[config.mk]
export PLATFORM = sky130hd
export DESIGN_NAME = ssd_scan_driver
export DESIGN_NICKNAME = d
export VERILOG_FILES = /design/src/rtl/ssd_pkg.sv /design/src/rtl/ssd_hex_decoder.sv /design/src/rtl/ssd_scan_driver.sv
export SDC_FILE = /design/constraint.sdc
export NUM_CORES = 1
export LEC_CHECK = 0
export ABC_CLOCK_PERIOD_IN_PS = 3800
export CORE_MARGIN = 3
export CORE_UTILIZATION = 60
export CTS_CLUSTER_DIAMETER = 40
export DETAILED_ROUTE_END_ITERATION = 6
export GPL_TIMING_DRIVEN = 0
export PLACE_DENSITY = 0.84
export RECOVER_POWER = 50
export SETUP_SLACK_MARGIN = 0.1
export SLEW_MARGIN = 20
export SYNTH_ARGS = -nofsm -noshare
export SYNTH_HDL_FRONTEND = slang
export SYNTH_SLANG_ARGS = --single-unit
[constraint.sdc]
create_clock -name clk -period 3.8 [get_ports clk]
set_input_delay 0.76 -clock clk [delete_from_list [all_inputs] [get_ports clk]]
set_output_delay 0.76 -clock clk [all_outputs]
set_load 0.005 [all_outputs]
[src/rtl/ssd_pkg.sv]
// Shared types and constants for the seven-segment scan driver.
package ssd_pkg;

    // Scan FSM: dark, anti-ghosting gap, digit lit
    typedef enum logic [1:0] {
        IDLE,
        GAP,
        ON
    } state_e;

    // Active-high segment pattern with every segment dark
    localparam logic [6:0] SEG_OFF = 7'b000_0000;

    // Active-high {g,f,e,d,c,b,a} patterns, entry 15 first so SEG_TABLE[n] is digit n
    localparam logic [15:0][6:0] SEG_TABLE = {
        7'h71, 7'h79, 7'h5E, 7'h39,   // F E d C
        7'h7C, 7'h77, 7'h6F, 7'h7F,   // b A 9 8
        7'h07, 7'h7D, 7'h6D, 7'h66,   // 7 6 5 4
        7'h4F, 7'h5B, 7'h06, 7'h3F    // 3 2 1 0
    };

endpackage

[src/rtl/ssd_hex_decoder.sv]
// Combinational hex nibble to active-high seven-segment pattern.
module ssd_hex_decoder
    import ssd_pkg::*;
(
    input  logic [3:0] nibble_i,
    output logic [6:0] seg_o
);

    assign seg_o = SEG_TABLE[nibble_i];

endmodule

[src/rtl/ssd_scan_driver.sv]
// Time-multiplexed seven-segment driver: double-buffered digit data,
// per-slot anti-ghosting gap, registered pin outputs.
module ssd_scan_driver
    import ssd_pkg::*;
#(
    parameter int NUM_DIGITS   = 8,
    parameter int REFRESH_DIV  = 100_000,
    parameter int BLANK_CYCLES = 16,
    parameter int ACTIVE_LOW   = 1
) (
    input  logic                    clk,
    input  logic                    reset,
    input  logic                    enable,
    input  logic                    load,
    input  logic [4*NUM_DIGITS-1:0] digits_in,
    input  logic [NUM_DIGITS-1:0]   dp_in,
    input  logic [NUM_DIGITS-1:0]   blank_in,
    output logic [6:0]              ssdCathode,
    output logic                    ssdDp,
    output logic [NUM_DIGITS-1:0]   ssdAnode,
    output logic                    frame_done,
    output logic                    updated
);

    localparam int CW = $clog2(REFRESH_DIV);
    localparam int IW = (NUM_DIGITS > 1) ? $clog2(NUM_DIGITS) : 1;
    localparam logic [CW-1:0] LAST_CNT = CW'(REFRESH_DIV - 1);
    localparam logic [CW-1:0] GAP_LAST = CW'(BLANK_CYCLES - 1);
    localparam logic [IW-1:0] LAST_IDX = IW'(NUM_DIGITS - 1);
    localparam logic          POL      = (ACTIVE_LOW != 0);

    state_e                         state_q, state_d;
    logic [IW-1:0]                  idx_q, idx_d;
    logic [CW-1:0]                  cnt_q, cnt_d;
    logic                           frame_end;

    logic [NUM_DIGITS-1:0][3:0]     act_dig_q, shd_dig_q;
    logic [NUM_DIGITS-1:0]          act_dp_q, shd_dp_q, act_bl_q, shd_bl_q;
    logic                           pending_q, commit;

    logic [NUM_DIGITS-1:0]          anode_q, anode_hi;
    logic [6:0]                     cath_q, seg_dec, seg_hi;
    logic                           dp_q, dp_hi, frame_done_q, updated_q;
    logic                           lit;

    // Scan FSM state register
    always_ff @(posedge clk or negedge reset) begin
        if (!reset) begin
            state_q <= IDLE;
            idx_q   <= '0;
            cnt_q   <= '0;
        end else begin
            state_q <= state_d;
            idx_q   <= idx_d;
            cnt_q   <= cnt_d;
        end
    end

    // Next state: cnt is the position inside the slot, spanning GAP and ON
    always_comb begin
        state_d   = state_q;
        idx_d     = idx_q;
        cnt_d     = cnt_q;
        frame_end = 1'b0;
        if (!enable) begin
            state_d = IDLE;
            idx_d   = '0;
            cnt_d   = '0;
        end else begin
            case (state_q)
                IDLE: begin
                    state_d = GAP;
                    idx_d   = '0;
                    cnt_d   = '0;
                end
                GAP: begin
                    cnt_d = cnt_q + 1'b1;
                    if (cnt_q == GAP_LAST) state_d = ON;
                end
                ON: begin
                    if (cnt_q == LAST_CNT) begin
                        state_d   = GAP;
                        cnt_d     = '0;
                        frame_end = (idx_q == LAST_IDX);
                        idx_d     = (idx_q == LAST_IDX) ? '0 : idx_q + 1'b1;
                    end else begin
                        cnt_d = cnt_q + 1'b1;
                    end
                end
                default: state_d = IDLE;
            endcase
        end
    end

    // Commit on the cycle the frame_done pin is high
    assign commit = frame_done_q && (load || pending_q);

    // Double buffer: shadow takes every load, active changes only on commit
    always_ff @(posedge clk or negedge reset) begin
        if (!reset) begin
            shd_dig_q <= '0;
            shd_dp_q  <= '0;
            shd_bl_q  <= '0;
            act_dig_q <= '0;
            act_dp_q  <= '0;
            act_bl_q  <= '0;
            pending_q <= 1'b0;
        end else begin
            if (load) begin
                shd_dig_q <= digits_in;
                shd_dp_q  <= dp_in;
                shd_bl_q  <= blank_in;
            end
            if (commit) begin
                act_dig_q <= load ? digits_in : shd_dig_q;
                act_dp_q  <= load ? dp_in     : shd_dp_q;
                act_bl_q  <= load ? blank_in  : shd_bl_q;
                pending_q <= 1'b0;
            end else if (load) begin
                pending_q <= 1'b1;
            end
        end
    end

    ssd_hex_decoder u_dec (
        .nibble_i (act_dig_q[idx_q]),
        .seg_o    (seg_dec)
    );

    // Active-high pin values for the current state and digit
    always_comb begin
        lit      = enable && (state_q != IDLE) && !act_bl_q[idx_q];
        seg_hi   = lit ? seg_dec : SEG_OFF;
        dp_hi    = lit && (state_q == ON) && act_dp_q[idx_q];
        anode_hi = '0;
        if (lit && state_q == ON) anode_hi[idx_q] = 1'b1;
    end

    // Output registers, polarity applied here so reset lands on the dark level
    always_ff @(posedge clk or negedge reset) begin
        if (!reset) begin
            anode_q      <= {NUM_DIGITS{POL}};
            cath_q       <= {7{POL}};
            dp_q         <= POL;
            frame_done_q <= 1'b0;
            updated_q    <= 1'b0;
        end else begin
            anode_q      <= anode_hi ^ {NUM_DIGITS{POL}};
            cath_q       <= seg_hi ^ {7{POL}};
            dp_q         <= dp_hi ^ POL;
            frame_done_q <= frame_end;
            updated_q    <= commit;
        end
    end

    assign ssdAnode   = anode_q;
    assign ssdCathode = cath_q;
    assign ssdDp      = dp_q;
    assign frame_done = frame_done_q;
    assign updated    = updated_q;

endmodule

# --- Word-level counts from Yosys, hierarchy flattened ---
# Memory sizes are Yosys's and may differ from the RTL's.
# Cells that the tools add are included.
totals:
  ff_bits: 137
  romBits: 112
  input_bits: 52
  output_inout_bits: 18
  elab_cells: 90
  mem_count: 1
classes:
  add_sub_neg: 2
  magnitude_cmp: 3
  n_eq_ne: 9
  n_mux: 30
  bitwise_logic: 3
  n_reduce_logical: 13
mem_list:
  columns: ["name", "depth", "width", "rd", "rd_clocked_by_memory_dff", "write_ports", "line_no", "source"]
  rows:
  - ["(no name shown)", 16, 7, 1, 0, 0, "ssd_hex_decoder.sv:9", "assign seg_o = SEG_TABLE[nibble_i];"]
ops:
  columns: ["op", "n"]
  rows:
  - ["one-hot mux 17 bit (3 select lines)", 1]
  - ["2-to-1 mux 17 bit", 2]
  - ["2-to-1 mux 32 bit", 1]
  - ["2-to-1 mux 8 bit", 3]
  - ["adder 17 x 1 -> 17 bit (second input constant)", 1]
  - ["== test 17 bit (second input constant)", 1]
  - ["== test 17 x 4 -> 1 bit (second input constant)", 1]
  - ["2-to-1 mux 7 bit", 2]
  - ["binary-select mux 4 bit (select 3 bit)", 1]
  - ["2-to-1 mux 3 bit", 3]
  - ["2-to-1 mux 1 bit", 8]
  - ["NOT 8 bit", 1]
  - ["NOT 7 bit", 1]
  - ["binary-select mux 1 bit (select 3 bit)", 2]
  - ["logical AND 1 bit", 6]
  - ["2-to-1 mux 2 bit", 3]
  - ["!= test 3 bit (second input constant)", 2]
  - ["one-hot mux 2 bit (3 select lines)", 1]
  - ["one-hot mux 3 bit (2 select lines)", 1]
  - ["< comparator 4 x 5 -> 1 bit (second input constant)", 1]
  - ["< comparator 3 x 4 -> 1 bit (second input constant)", 1]
  - ["2-to-1 mux 4 bit", 1]
  - ["!= test 4 x 1 -> 1 bit (second input constant)", 1]
  - ["AND reduction 2 bit", 2]
  - ["other kinds (12)", 13]

# --- Longest topological paths before layout ---
# Gate-level depths: netlist of the first run.
logic_depth:
  depth_word: 7
  mapped_depth: 11
  ltp_nobuf: 9

# --- Modules after synthesis ---
# From an unflattened synthesis of the first run, not the netlist that was laid out.
hier_totals:
  cells_unflattened: 499
  hier_area_um2: 6349.8
by_module_without_submodules:
  columns: ["module", "n_inst", "cells_each", "area_per_inst_um2", "seq_area_each_um2"]
  rows:
  - ["ssd_scan_driver", 1, 466, 6062.1, 3448.3]
  - ["ssd_hex_decoder", 1, 33, 287.8, 0.0]

# --- Worst setup path after synthesis of the first run ---
# No wires, ideal clock.
synth_timing:
  path_type: "in2reg"
  start: "in load"
  end: "reg act_dig_q[17] in the netlist's numbering"
  setup_time_ns: 0.125
  arrival_time_ns: 2.236
  setup_slack_ns: 1.439
  stages: 5
  path_buffers: 3
  cell_sequence: "clkbuf_1 buf_1 buf_1 mux2_2 mux2_2"
synth_between:
  elab_chain_len: 2
synth_rtl:
  columns: ["item", "line_no", "source"]
  rows:
  - ["from (decl)", "ssd_scan_driver.sv:14", "input logic load,"]
  - ["logical OR 1 bit", "ssd_scan_driver.sv:96", "assign commit = frame_done_q && (load || pending_q);"]
  - ["logical AND 1 bit", "ssd_scan_driver.sv:96", null]
  - ["to (signal assigned)", "ssd_scan_driver.sv:115", "act_dig_q <= load ? digits_in : shd_dig_q;"]
  - ["to (decl)", "ssd_scan_driver.sv:37", "logic [NUM_DIGITS-1:0][3:0] act_dig_q, shd_dig_q;"]
# Parallel ways exist; a longest one is shown, timed or not.
# A chain may end at the register's enable or synchronous reset.

# --- Worst setup path after layout of the first run ---
layout_timing:
  start: "reg idx_q[2]"
  end: "reg cath_q[3] (netlist: ssdCathode[3])"
layout_between:
  elab_chain_len: 6
layout_rtl:
  columns: ["item", "line_no", "source"]
  rows:
  - ["from (decl)", "ssd_scan_driver.sv:33", "logic [IW-1:0] idx_q, idx_d;"]
  - ["from (signal assigned)", "ssd_scan_driver.sv:54", "idx_q <= idx_d;"]
  - ["binary-select mux 4 bit (select 3 bit) or binary-select mux 1 bit (select 3 bit) (tied branches)", "ssd_scan_driver.sv:126, ssd_scan_driver.sv:132", null]
  - ["2-to-1 mux 4 bit (implied by the code) or 2-to-1 mux 1 bit (tied branches)", "ssd_scan_driver.sv:126, ssd_scan_driver.sv:132", null]
  - ["memory (16 x 7 bit) or zero test 1 bit (tied branches)", null, null]
  - ["2-to-1 mux 7 bit (implied by the code) or logical AND 1 bit (tied branches)", "ssd_hex_decoder.sv:9, ssd_scan_driver.sv:132", null]
  - ["2-to-1 mux 7 bit (*)", "ssd_scan_driver.sv:133", "seg_hi = lit ? seg_dec : SEG_OFF;"]
  - ["NOT 7 bit (no line) (*)", null, null]
  - ["to (signal assigned)", "ssd_scan_driver.sv:143", "cath_q <= {7{POL}};"]
  - ["to (signal assigned)", "ssd_scan_driver.sv:149", "cath_q <= seg_hi ^ {7{POL}};"]
  - ["to (decl)", "ssd_scan_driver.sv:42", "logic [6:0] cath_q, seg_dec, seg_hi;"]
# Mark *: on every way between the ends. The rest lies on a longest branch, timed or not. The select of a mux whose other input is x is not followed.

==> results of run 1 <==
==> cell usage after synthesis (all sizes together) (2+ instances only) <==
| library cell | count | area (um^2) |
|---|---|---|
| o21ai | 13 | 65.1 |
| o211ai | 2 | 15.0 |
| or3 | 2 | 12.5 |
| o31ai | 5 | 37.5 |
| dfstp | 16 | 420 |
| clkbuf | 11 | 41.3 |
| nand2 | 29 | 109 |
| a41oi | 2 | 17.5 |
| nor2 | 19 | 71.3 |
| o221ai | 2 | 17.5 |
| nor2b | 4 | 25.0 |
| nor3 | 7 | 35.0 |
| a31oi | 8 | 50.1 |
| nand3 | 18 | 90.1 |
| mux4 | 9 | 214 |
| a22oi | 2 | 15.0 |
| dfrtp | 121 | 3030 |
| ha | 13 | 163 |
| mux2i | 12 | 133 |
| a22o | 4 | 35.0 |
| or4 | 4 | 30.0 |
| a21o | 3 | 22.5 |
| nand4 | 4 | 25.0 |
| and3 | 4 | 25.0 |
| nor4 | 6 | 52.6 |
| buf | 13 | 70.1 |
| inv | 14 | 52.6 |
| mux2 | 99 | 1110 |
| nand2b | 2 | 12.5 |
| o22ai | 2 | 12.5 |
| or2 | 3 | 21.3 |
| a21oi | 4 | 20.0 |
==> layout make-up <==
cell class / instances / area share
flip-flops and latches: 137 / 0.451
multi-input cells: 294 / 0.335
repair buffers: 69 / 0.0918
clock buffers: 19 / 0.0565
clock inverters: 13 / 0.0218
well taps: 133 / 0.0218
plain buffers: 24 / 0.0146
inverters: 14 / 0.00688
==> metrics by stage <==
step	power (mW)	utilization	TNS (ps)	setup WS (ps)
floorplan	1.89	-	0	1440
global placement	2.07	0.709	-393390	-3070
detailed placement	2.09	0.712	0	874
CTS	3.75	0.772	0	1170
global route	3.88	0.771	0	1030
finish	3.74	0.771	0	1150
==> state kept, by name, summed over array words and instances (netlist names), 2 cells and up <==
signal	cells
ssdCathode	7
shd_dp_q	8
ssdAnode	8
state_q	2
act_dp_q	8
cnt_q	17
shd_dig_q	32
idx_q	3
shd_bl_q	8
act_dig_q	32
act_bl_q	8
==> worst max-delay path: cells and delay by family, from the launching register on <==
kind | cells | cell delay, ps
simple gates | 1 | 60
compound gates | 2 | 610
fa+ha+maj | 1 | 250
buf+inv | 4 | 920
flops | 1 | 380
mux | 2 | 340
==> kinds of logic (layout without fill, tap and decap cells) <==
family                     count (synthesis)  in the layout  share of synthesized area
DFF                                      137            137                      0.558
muxes                                    120            120                      0.237
and+or+nand+nor                          106            106                     0.0873
xor gates and xnor gates                   1              1                    0.00142
buffers and inverters                     38            139                     0.0265
AOI/OAI and AO/OA                         54             54                     0.0634
adders and majority gates                 13             13                     0.0263
==> worst max-delay path by stage <==
stage	to	start
finish	ssdCathode[3]$_DFF_PN1_	idx_q[2]$_DFFE_PN0P_
global route	ssdCathode[3]$_DFF_PN1_	idx_q[2]$_DFFE_PN0P_
floorplan	act_dig_q[17]$_DFFE_PN0P_	load
detailed placement	act_dig_q[20]$_DFFE_PN0P_	load
global placement	shd_dig_q[10]$_DFF_PN0_	reset
CTS	ssdCathode[3]$_DFF_PN1_	idx_q[1]$_DFFE_PN0P_
==> routing by layer <==
metal	vias to the layer above	GRT usage	routed length, um
met1	2148	0.326	5560
li1	1889	-	-
met2	169	0.416	6860
met3	37	0.0642	804
met5	-	0	0
met4	0	0.101	307
==> power by group through the flow <==
stage | registers, mW | logic, mW | clock network (mW)
after global placement | 1.61 | 0.461 | 0
after CTS | 1.59 | 0.489 | 1.67
after floorplan | 1.61 | 0.277 | 0
after global routing | 1.60 | 0.535 | 1.75
after detailed placement | 1.62 | 0.479 | 0
final | 1.59 | 0.488 | 1.66
==> impl_metrics.csv, run 1 <==
group,metric,value,unit
cells_and_area,mostFrequentLayoutCells,"dfrtp_1, mux2_2, clkdlybuf4s50_1, nand2_1, nor2_1",
setup_path,crit_slowest_cell,"a221o_1",
setup_path,r2r_cells,10,
pwr,pwr-share-seq,0.425,
global_routing,grt_overflow,0,
clock_network,cts_setup_buffers,0,
placement,dpl.hpwl,8940,um
clock_network,htree_levels,4,
floorplanning,core-area,9910,um^2
synthesis,ys_async_sr_fraction,1.00,
floorplanning,die_w,107,um
pwr,p_sw_frac,0.251,
synthesis,yosysSeqAreaShare,0.558,
setup_path,reg2reg_to,"ssdCathode[3]$_DFF_PN1_",
global_routing,grt_use_total,0.254,
placement,placedCellCount,671,
synthesis,syn-num-nets,534,
hold_path,min_to,"shd_bl_q[2]$_DFF_PN0_",
global_routing,grt_pass1_vias,4344,
detailed_routing,num_vias,4243,
timing,rsz0062_at_grt,"no",
timing,timing.fmax,378,MHz
cells_and_area,multiInputGateArea,2560,um^2
cells_and_area,final_cells,703,
job,drv_cap,1,
synthesis,syn_avg_cell_area,13.2,um^2
setup_path,required,4270,ps
floorplanning,die_h,107,um
outcome,violations,"max-capacitance violations, max-slew violations",
clock_network,cts_root_buffer,"clkbuf_8",
timing,holdWs,485,ps
timing,slew_viol_final,30,
timing,max_slew.worst_pin.slew,1670,ps
cells_and_area,drive_gt1_frac,0.284,
detailed_routing,wl,13500,um
setup_path,end_kind,"flip-flop",
cells_and_area,fin_nets,622,
cells_and_area,seq_area,3450,um^2
global_routing,grt_pass1_wl,22200,um
synthesis,ys.flop_type,"dfrtp_1",
detailed_routing,drc,0,
synthesis,yosys_warnings,0,
setup_path,critPathLaunchType,"flip-flop",
detailed_routing,postRouteAntennaNets,0,
placement,place_area,7060,um^2
clock_network,cts_buffer_depth,2,
clock_network,worstSkewPairLatency,540,ps
pwr,power.leakage,3.34,nW
outcome,status,"complete, but fails checks",
placement,io_buffers,68,
global_routing,grt_max_degree,109,
timing,min_period_over_period,0.697,
timing,layout_min_cycle_time,2650,ps
timing,slew_headroom,-0.111,
clock_network,cts_hold_buf,0,
synthesis,ys_ff_latch,137,
clock_network,cts.sinks,137,
global_routing,antenna_found_initial,0,
detailed_routing,drtIter0Drc,284,
cells_and_area,area_growth_syn_to_layout,23.7,%
clock_network,cts_buffers,17,
cells_and_area,num-fill-cells,598,
floorplanning,io_pins,70,
pwr,ir_drop,353,uV
cells_and_area,final_common_cell,"dfrtp_1",
detailed_routing,drt_first_pass_iters,7,
clock_network,clkSlewWorstSetupHoldPaths,60,ps
pwr,p_sw,939,uW
pwr,cellPowerDensity,490,nW/um^2
cells_and_area,fin_area,7640,um^2
pwr,p_comb_frac,0.131,
detailed_routing,vias_per_cell,6.04,
placement,gp_congestion,0.874,
synthesis,synthCells,469,
clock_network,cts_tree,"done",
hold_path,whs_path_depth,1,
synthesis,yosysUniqueCellTypes,51,
setup_path,r2r_start,"idx_q[2]$_DFFE_PN0P_",
hold_path,min_from,"shd_bl_q[2]$_DFF_PN0_",
setup_path,path_max_fanout,10,
synthesis,synth_edf_count,0,
detailed_routing,wire_per_inst,19.2,um
setup_path,slowest_delay,470,ps
floorplanning,dieArea,11500,um^2
pwr,power_frac_clock,0.445,
setup_path,rrSetupSlack,1150,ps
setup_path,setup.worst_path.class,"flip-flop to flip-flop",
hold_path,hold_class,"flip-flop to flip-flop",
timing,fin_worst_skew,8.20,ps
setup_path,worstPathArrival,3120,ps
clock_network,postCtsResizedCells,0,
setup_path,cp_cell_sequence,"buf_2 > buf_2 > o21ai_0 > a221o_1 > inv_1 > ha_1 > inv_1 > mux2i_1 > mux2_2 > nand2_1",
floorplanning,initial_core_util,0.623,
timing,finalHoldViolations,0,
floorplanning,rows,36,
pwr,intPower,2.80,mW
synthesis,synth_area,6180,um^2
timing,setup_violations,0,
cells_and_area,antenna_cells,0,
No activity file was read; power rests on OpenSTA's default activity.
==> run 2, diff against run 1 <==
--- a/config.mk
+++ b/config.mk
@@ -5,13 +5,13 @@
 export SDC_FILE = /design/constraint.sdc
 export NUM_CORES = 1
 export LEC_CHECK = 0
-export ABC_CLOCK_PERIOD_IN_PS = 3800
+export ABC_CLOCK_PERIOD_IN_PS = 2700
 export CORE_MARGIN = 3
-export CORE_UTILIZATION = 60
+export CORE_UTILIZATION = 56
 export CTS_CLUSTER_DIAMETER = 40
 export DETAILED_ROUTE_END_ITERATION = 6
 export GPL_TIMING_DRIVEN = 0
-export PLACE_DENSITY = 0.84
+export PLACE_DENSITY = 0.8
 export RECOVER_POWER = 50
 export SETUP_SLACK_MARGIN = 0.1
 export SLEW_MARGIN = 20
==> constraint.sdc (replaced) <==
create_clock -name clk -period 2.7 [get_ports clk]
set_input_delay 0.54 -clock clk [delete_from_list [all_inputs] [get_ports clk]]
set_output_delay 0.54 -clock clk [all_outputs]
set_load 0.005 [all_outputs]
==> impl_metrics.csv, run 2 (same netlist as run 1, synthesis figures left out) <==
group,metric,value,unit
setup_path,r2r_start,"idx_q[0]$_DFFE_PN0P_",
clock_network,htree_levels,4,
clock_network,cts_root_buffer,"clkbuf_8",
floorplanning,initial_core_util,0.588,
cells_and_area,fin_nets,624,
setup_path,end_kind,"flip-flop",
clock_network,cts_buffers,17,
global_routing,grt_pass1_wl,22500,um
floorplanning,rows,37,
global_routing,grt_max_degree,77,
detailed_routing,num_vias,4197,
timing,setup_slack,225,ps
timing,layout_min_cycle_time,2480,ps
clock_network,worstSkewPairLatency,530,ps
global_routing,grt_use_total,0.231,
setup_path,slowest_delay,590,ps
detailed_routing,vias_per_cell,5.93,
setup_path,critPathLaunchType,"flip-flop",
pwr,cellPowerDensity,662,nW/um^2
cells_and_area,reg.largest.list,"act_dig_q (32), shd_dig_q (32), cnt_q (17)",
timing,timing.fmax,404,MHz
floorplanning,die_w,111,um
detailed_routing,postRouteAntennaNets,0,
timing,min_period_over_period,0.917,
setup_path,cpLargestDelayFamily,"multiplexers",
timing,fin_worst_skew,10.7,ps
timing,holdWs,483,ps
floorplanning,die_h,111,um
placement,io_buffers,68,
detailed_routing,drt_first_pass_iters,4,
detailed_routing,wl,13600,um
setup_path,cp_cell_sequence,"buf_6 > mux4_1 > nand2_1 > nand2_1 > inv_1 > ha_1 > inv_1 > mux2i_1 > mux2_2 > nand2_1",
setup_path,r2r_cells,10,
cells_and_area,mostFrequentLayoutCells,"dfrtp_1, mux2_2, clkdlybuf4s50_1, nand2_1, nor2_1",
setup_path,required,3160,ps
timing,max_slew.worst_pin.slew,1450,ps
timing,rsz0062_at_grt,"no",
placement,place_ws,41.6,ps
hold_path,min_from,"shd_bl_q[6]$_DFF_PN0_",
hold_path,min_to,"shd_bl_q[6]$_DFF_PN0_",
hold_path,whs_path_depth,1,
cells_and_area,num-fill-cells,726,
setup_path,setup.worst_path.class,"flip-flop to flip-flop",
timing,setup_violations,0,
detailed_routing,drtIter0Drc,234,
pwr,power.leakage,3.33,nW
setup_path,crit_slowest_cell,"mux4_1",
outcome,status,"complete, no violations",
timing,slew_viol_final,0,
floorplanning,core-area,10500,um^2
setup_path,path_max_fanout,10,
cells_and_area,fin_area,7600,um^2
global_routing,grt_pass1_vias,4413,
timing,tns,0,ps
setup_path,crit_buf_inv,3,
cells_and_area,post-route-util,0.724,
clock_network,cts_buffer_depth,2,
global_routing,grt_overflow,0,
detailed_routing,wire_per_inst,19.2,um
hold_path,hold_class,"flip-flop to flip-flop",
clock_network,cts_tree,"done",
floorplanning,dieArea,12300,um^2
cells_and_area,area_growth_syn_to_layout,23.1,%
timing,slew_headroom,0.0364,
timing,finalHoldViolations,0,
job,drv_cap,0,
clock_network,cts.sinks,137,
placement,place_area,7060,um^2
cells_and_area,antenna_cells,0,
detailed_routing,drc,0,
global_routing,antenna_found_initial,0,
cells_and_area,drive_gt1_frac,0.276,
setup_path,worstPathArrival,2940,ps
setup_path,rrSetupSlack,220,ps
placement,gp_congestion,0.872,
setup_path,reg2reg_to,"ssdCathode[3]$_DFF_PN1_",
setup_path,path_common_cell,"nand2_1",
placement,dpl.hpwl,9080,um
clock_network,clkSlewWorstSetupHoldPaths,60,ps
cells_and_area,final_common_cell,"dfrtp_1",
pwr,ir_drop,404,uV
floorplanning,io_pins,70,
[run 2: cell types whose count changed in the layout (fill, tap and decap cells not counted), moves of 3 or more]
cell / previous run / this run
inv_6: 3 / 0
mux2_2: 95 / 91
mux2_1: 4 / 8
clkinv_2: 2 / 5
clkbuf_1: 14 / 17
buf_2: 5 / 2
[run 2: cell type report]
| cell class | count | area, um^2 | share of cell area |
|---|---|---|---|
| flip-flops and latches | 137 | 3450 | 0.454 |
| multi-input cells | 294 | 2560 | 0.337 |
| repair buffers | 71 | 704 | 0.0926 |
| clock buffers | 24 | 470 | 0.0619 |
| well taps | 136 | 170 | 0.0224 |
| plain buffers | 24 | 123 | 0.0161 |
| clock inverters | 8 | 71.3 | 0.00938 |
| inverters | 14 | 52.6 | 0.00691 |
[run 2: layer usage]
layer  vias to the layer above  track usage  part of all wire
met5                         -            0                 0
met4                         0       0.0884             0.023
met3                        28       0.0584             0.055
met2                       129        0.382              0.50
met1                      2147        0.296              0.42
li1                       1893            -                 -
[run 2: report_power, final]
part / total, mW / leakage (nW) / internal [mW] / switching, mW
Sequential: 2.24 / 1.74 / 2.20 / 0.0429
Combinational: 0.689 / 1.31 / 0.309 / 0.380
Clock: 2.11 / 0.269 / 1.29 / 0.821
Total: 5.03 / 3.33 / 3.79 / 1.24
[run 2: worst max path at each step]
stage	start	end	slack, ps	depth (start not counted)
floorplan	idx_q[1]$_DFFE_PN0P_	ssdCathode[3]$_DFF_PN1_	480	11
global placement	reset	shd_dig_q[18]$_DFF_PN0_	-3990	1
detailed placement	load	act_dig_q[25]$_DFFE_PN0P_	40	5
CTS	idx_q[1]$_DFFE_PN0P_	ssdCathode[3]$_DFF_PN1_	150	11
global route	reset	shd_dig_q[29]$_DFF_PN0_	80	3
finish	idx_q[0]$_DFFE_PN0P_	ssdCathode[3]$_DFF_PN1_	220	10
[run 2: worst register-to-register path, delay by kind of cell (launching register included)]
family	cells	cell delay [ps]
buffers and inverters	3	470
muxes	3	940
and+or+nand+nor	3	300
adders and majority gates	1	260
DFF	1	440
[run 2: per-stage QoR]
step           cells  power, mW
4_1_cts          707       5.06
2_1_floorplan    469       2.66
3_3_place_gp     673       2.92
5_1_grt          708       5.24
3_5_place_dp     674       2.96
6_report         708       5.03
[run 2: repair_timing]
| action | 4_1_cts | 5_1_grt |
|---|---|---|
| setup endpoints to repair | 1 | 3 |
| resized for setup | 1 | 4 |
| pin swaps | 0 | 1 |
| setup buffers | 0 | 1 |
| hold endpoints to repair | 45 | 0 |
| hold buffers | 1 | 0 |
==> run 3, diff against run 2 <==
--- a/config.mk
+++ b/config.mk
@@ -13,6 +13,7 @@
 export GPL_TIMING_DRIVEN = 0
 export PLACE_DENSITY = 0.8
 export RECOVER_POWER = 50
+export REMOVE_ABC_BUFFERS = 1
 export SETUP_SLACK_MARGIN = 0.1
 export SLEW_MARGIN = 20
 export SYNTH_ARGS = -nofsm -noshare
==> impl_metrics.csv, run 3 (same netlist as run 1, synthesis figures left out) <==
group,metric,value,unit
outcome,status,"complete, no violations",
pwr,cellPowerDensity,677,nW/um^2
clock_network,cts.sinks,137,
cells_and_area,final_cells,688,
global_routing,antenna_found_initial,0,
timing,finalHoldViolations,0,
floorplanning,rows,37,
clock_network,cts_tree,"done",
timing,rsz0062_at_grt,"no",
global_routing,grt_use_total,0.219,
setup_path,path_common_cell,"nand2_1",
floorplanning,initial_core_util,0.588,
timing,max_slew.worst_pin.slew,1430,ps
setup_path,reg2reg_to,"ssdCathode[3]$_DFF_PN1_",
setup_path,r2r_start,"idx_q[0]$_DFFE_PN0P_",
cells_and_area,area_growth_syn_to_layout,23.4,%
global_routing,grt_pass1_wl,21900,um
cells_and_area,drive_gt1_frac,0.255,
setup_path,slowest_delay,600,ps
floorplanning,dieArea,12300,um^2
timing,slew_viol_final,0,
floorplanning,core-area,10500,um^2
floorplanning,io_pins,70,
timing,min_period_over_period,0.878,
detailed_routing,wire_per_inst,18.9,um
timing,holdWs,478,ps
setup_path,crit_end,"ssdCathode[3]$_DFF_PN1_",
clock_network,cts_root_buffer,"clkbuf_8",
detailed_routing,drc,0,
cells_and_area,fin_nets,604,
detailed_routing,wl,13000,um
floorplanning,die_w,111,um
timing,fin_worst_skew,17.5,ps
setup_path,required,3150,ps
setup_path,crit_slowest_cell,"mux4_1",
setup_path,setup.worst_path.class,"flip-flop to flip-flop",
setup_path,path_max_fanout,12,
timing,slew_headroom,0.0445,
timing,setup_violations,0,
clock_network,htree_levels,4,
setup_path,r2r_cells,9,
timing,timing.fmax,422,MHz
global_routing,grt_overflow,0,
setup_path,end_kind,"flip-flop",
detailed_routing,postRouteAntennaNets,0,
clock_network,clkSlewWorstSetupHoldPaths,60,ps
global_routing,grt_max_degree,81,
placement,gp_congestion,0.896,
job,drv_cap,0,
timing,tns,0,ps
floorplanning,die_h,111,um
pwr,power,5.16,mW
detailed_routing,vias_per_cell,5.90,
clock_network,worstSkewPairLatency,520,ps
placement,dpl.hpwl,8050,um
detailed_routing,drt_first_pass_iters,6,
setup_path,cp_cell_sequence,"mux4_1 > nand2_1 > nand2_1 > inv_1 > ha_1 > inv_1 > mux2i_1 > mux2_2 > nand2_1",
placement,placedCellCount,654,
setup_path,startpoint,"idx_q[0]$_DFFE_PN0P_",
pwr,power.leakage,3.31,nW
hold_path,whs_path_depth,1,
clock_network,cts_buffer_depth,2,
timing,layout_min_cycle_time,2370,ps
setup_path,rrSetupSlack,330,ps
cells_and_area,final_common_cell,"dfrtp_1",
global_routing,grt_pass1_vias,4345,
pwr,ir_drop,603,uV
setup_path,worstPathArrival,2820,ps
placement,io_buffers,69,
setup_path,critPathLaunchType,"flip-flop",
cells_and_area,antenna_cells,0,
hold_path,hold_class,"flip-flop to flip-flop",
cells_and_area,mostFrequentLayoutCells,"dfrtp_1, mux2_2, clkdlybuf4s50_1, mux2_1, nand2_1",
detailed_routing,num_vias,4058,
detailed_routing,drtIter0Drc,261,
clock_network,cts_buffers,17,
cells_and_area,reg.largest.list,"act_dig_q (32), shd_dig_q (32), cnt_q (17)",
==> run 3: changes by cell type in the layout (fill, tap and decap cells not counted), sizes merged <==
cell and delta:
clkbuf -19, clkinvlp +3, buf -6, inv +6, clkinv -4
==> run 3: worst max-delay path, delay by kind of cell (launching register included) <==
kind | cells | cell delay [ps]
adder cells (fa/ha/maj) | 1 | 250
buffers and inverters | 2 | 260
AND/OR/NAND/NOR | 3 | 310
multiplexers | 3 | 940
flip-flops | 1 | 560
==> run 3: layout make-up <==
cell class              count  area, um^2
multi-input cells         294        2580
fillers                   719        2890
inverters                  14        52.6
well taps                 136         170
flip-flops and latches    137        3460
repair buffers             75         790
clock buffers              19         442
clock inverters            13         131
==> run 3: power by group <==
part,leakage (nW),internal (mW),total [mW],switching [mW]
logic,1.30,0.310,0.683,0.373
clock network,0.272,1.29,2.24,0.941
registers,1.74,2.19,2.24,0.0468
total,3.31,3.80,5.16,1.36
==> run 3: how the worst min path moves through the flow <==
stage                                   start                        end
floorplan                               reset    act_bl_q[0]$_DFFE_PN0P_
global placement    act_dig_q[21]$_DFFE_PN0P_  act_dig_q[21]$_DFFE_PN0P_
detailed placement    shd_dig_q[28]$_DFF_PN0_    shd_dig_q[28]$_DFF_PN0_
CTS                    shd_dig_q[0]$_DFF_PN0_     shd_dig_q[0]$_DFF_PN0_
global route          shd_dig_q[12]$_DFF_PN0_    shd_dig_q[12]$_DFF_PN0_
finish                shd_dig_q[28]$_DFF_PN0_    shd_dig_q[28]$_DFF_PN0_
==> run 3: timing repair <==
item / CTS / global route
hold endpoints to repair: 44 / 0
resized for setup: 4 / 1
setup endpoints to repair: 8 / 2
pin swaps: 0 / 1
hold buffers: 1 / 0
setup buffers: 0 / 1
==> run 3: routing by layer <==
layer  track usage  vias up  wire [um]
met5             0        -          0
li1              -     1863          -
met1         0.273     2058       5430
met3        0.0519       18        721
met2         0.378      119       6680
met4        0.0697        0        161
==> run 3: per-stage QoR <==
| stage | util | setup slack (ps) | cell area (um^2) |
|---|---|---|---|
| 2_1_floorplan | - | -598 | 6060 |
| 3_3_place_gp | 0.659 | -4050 | 6930 |
| 3_5_place_dp | 0.669 | -247 | 7030 |
| 4_1_cts | 0.725 | 149 | 7620 |
| 5_1_grt | 0.725 | 160 | 7620 |
| 6_report | 0.725 | 330 | 7620 |
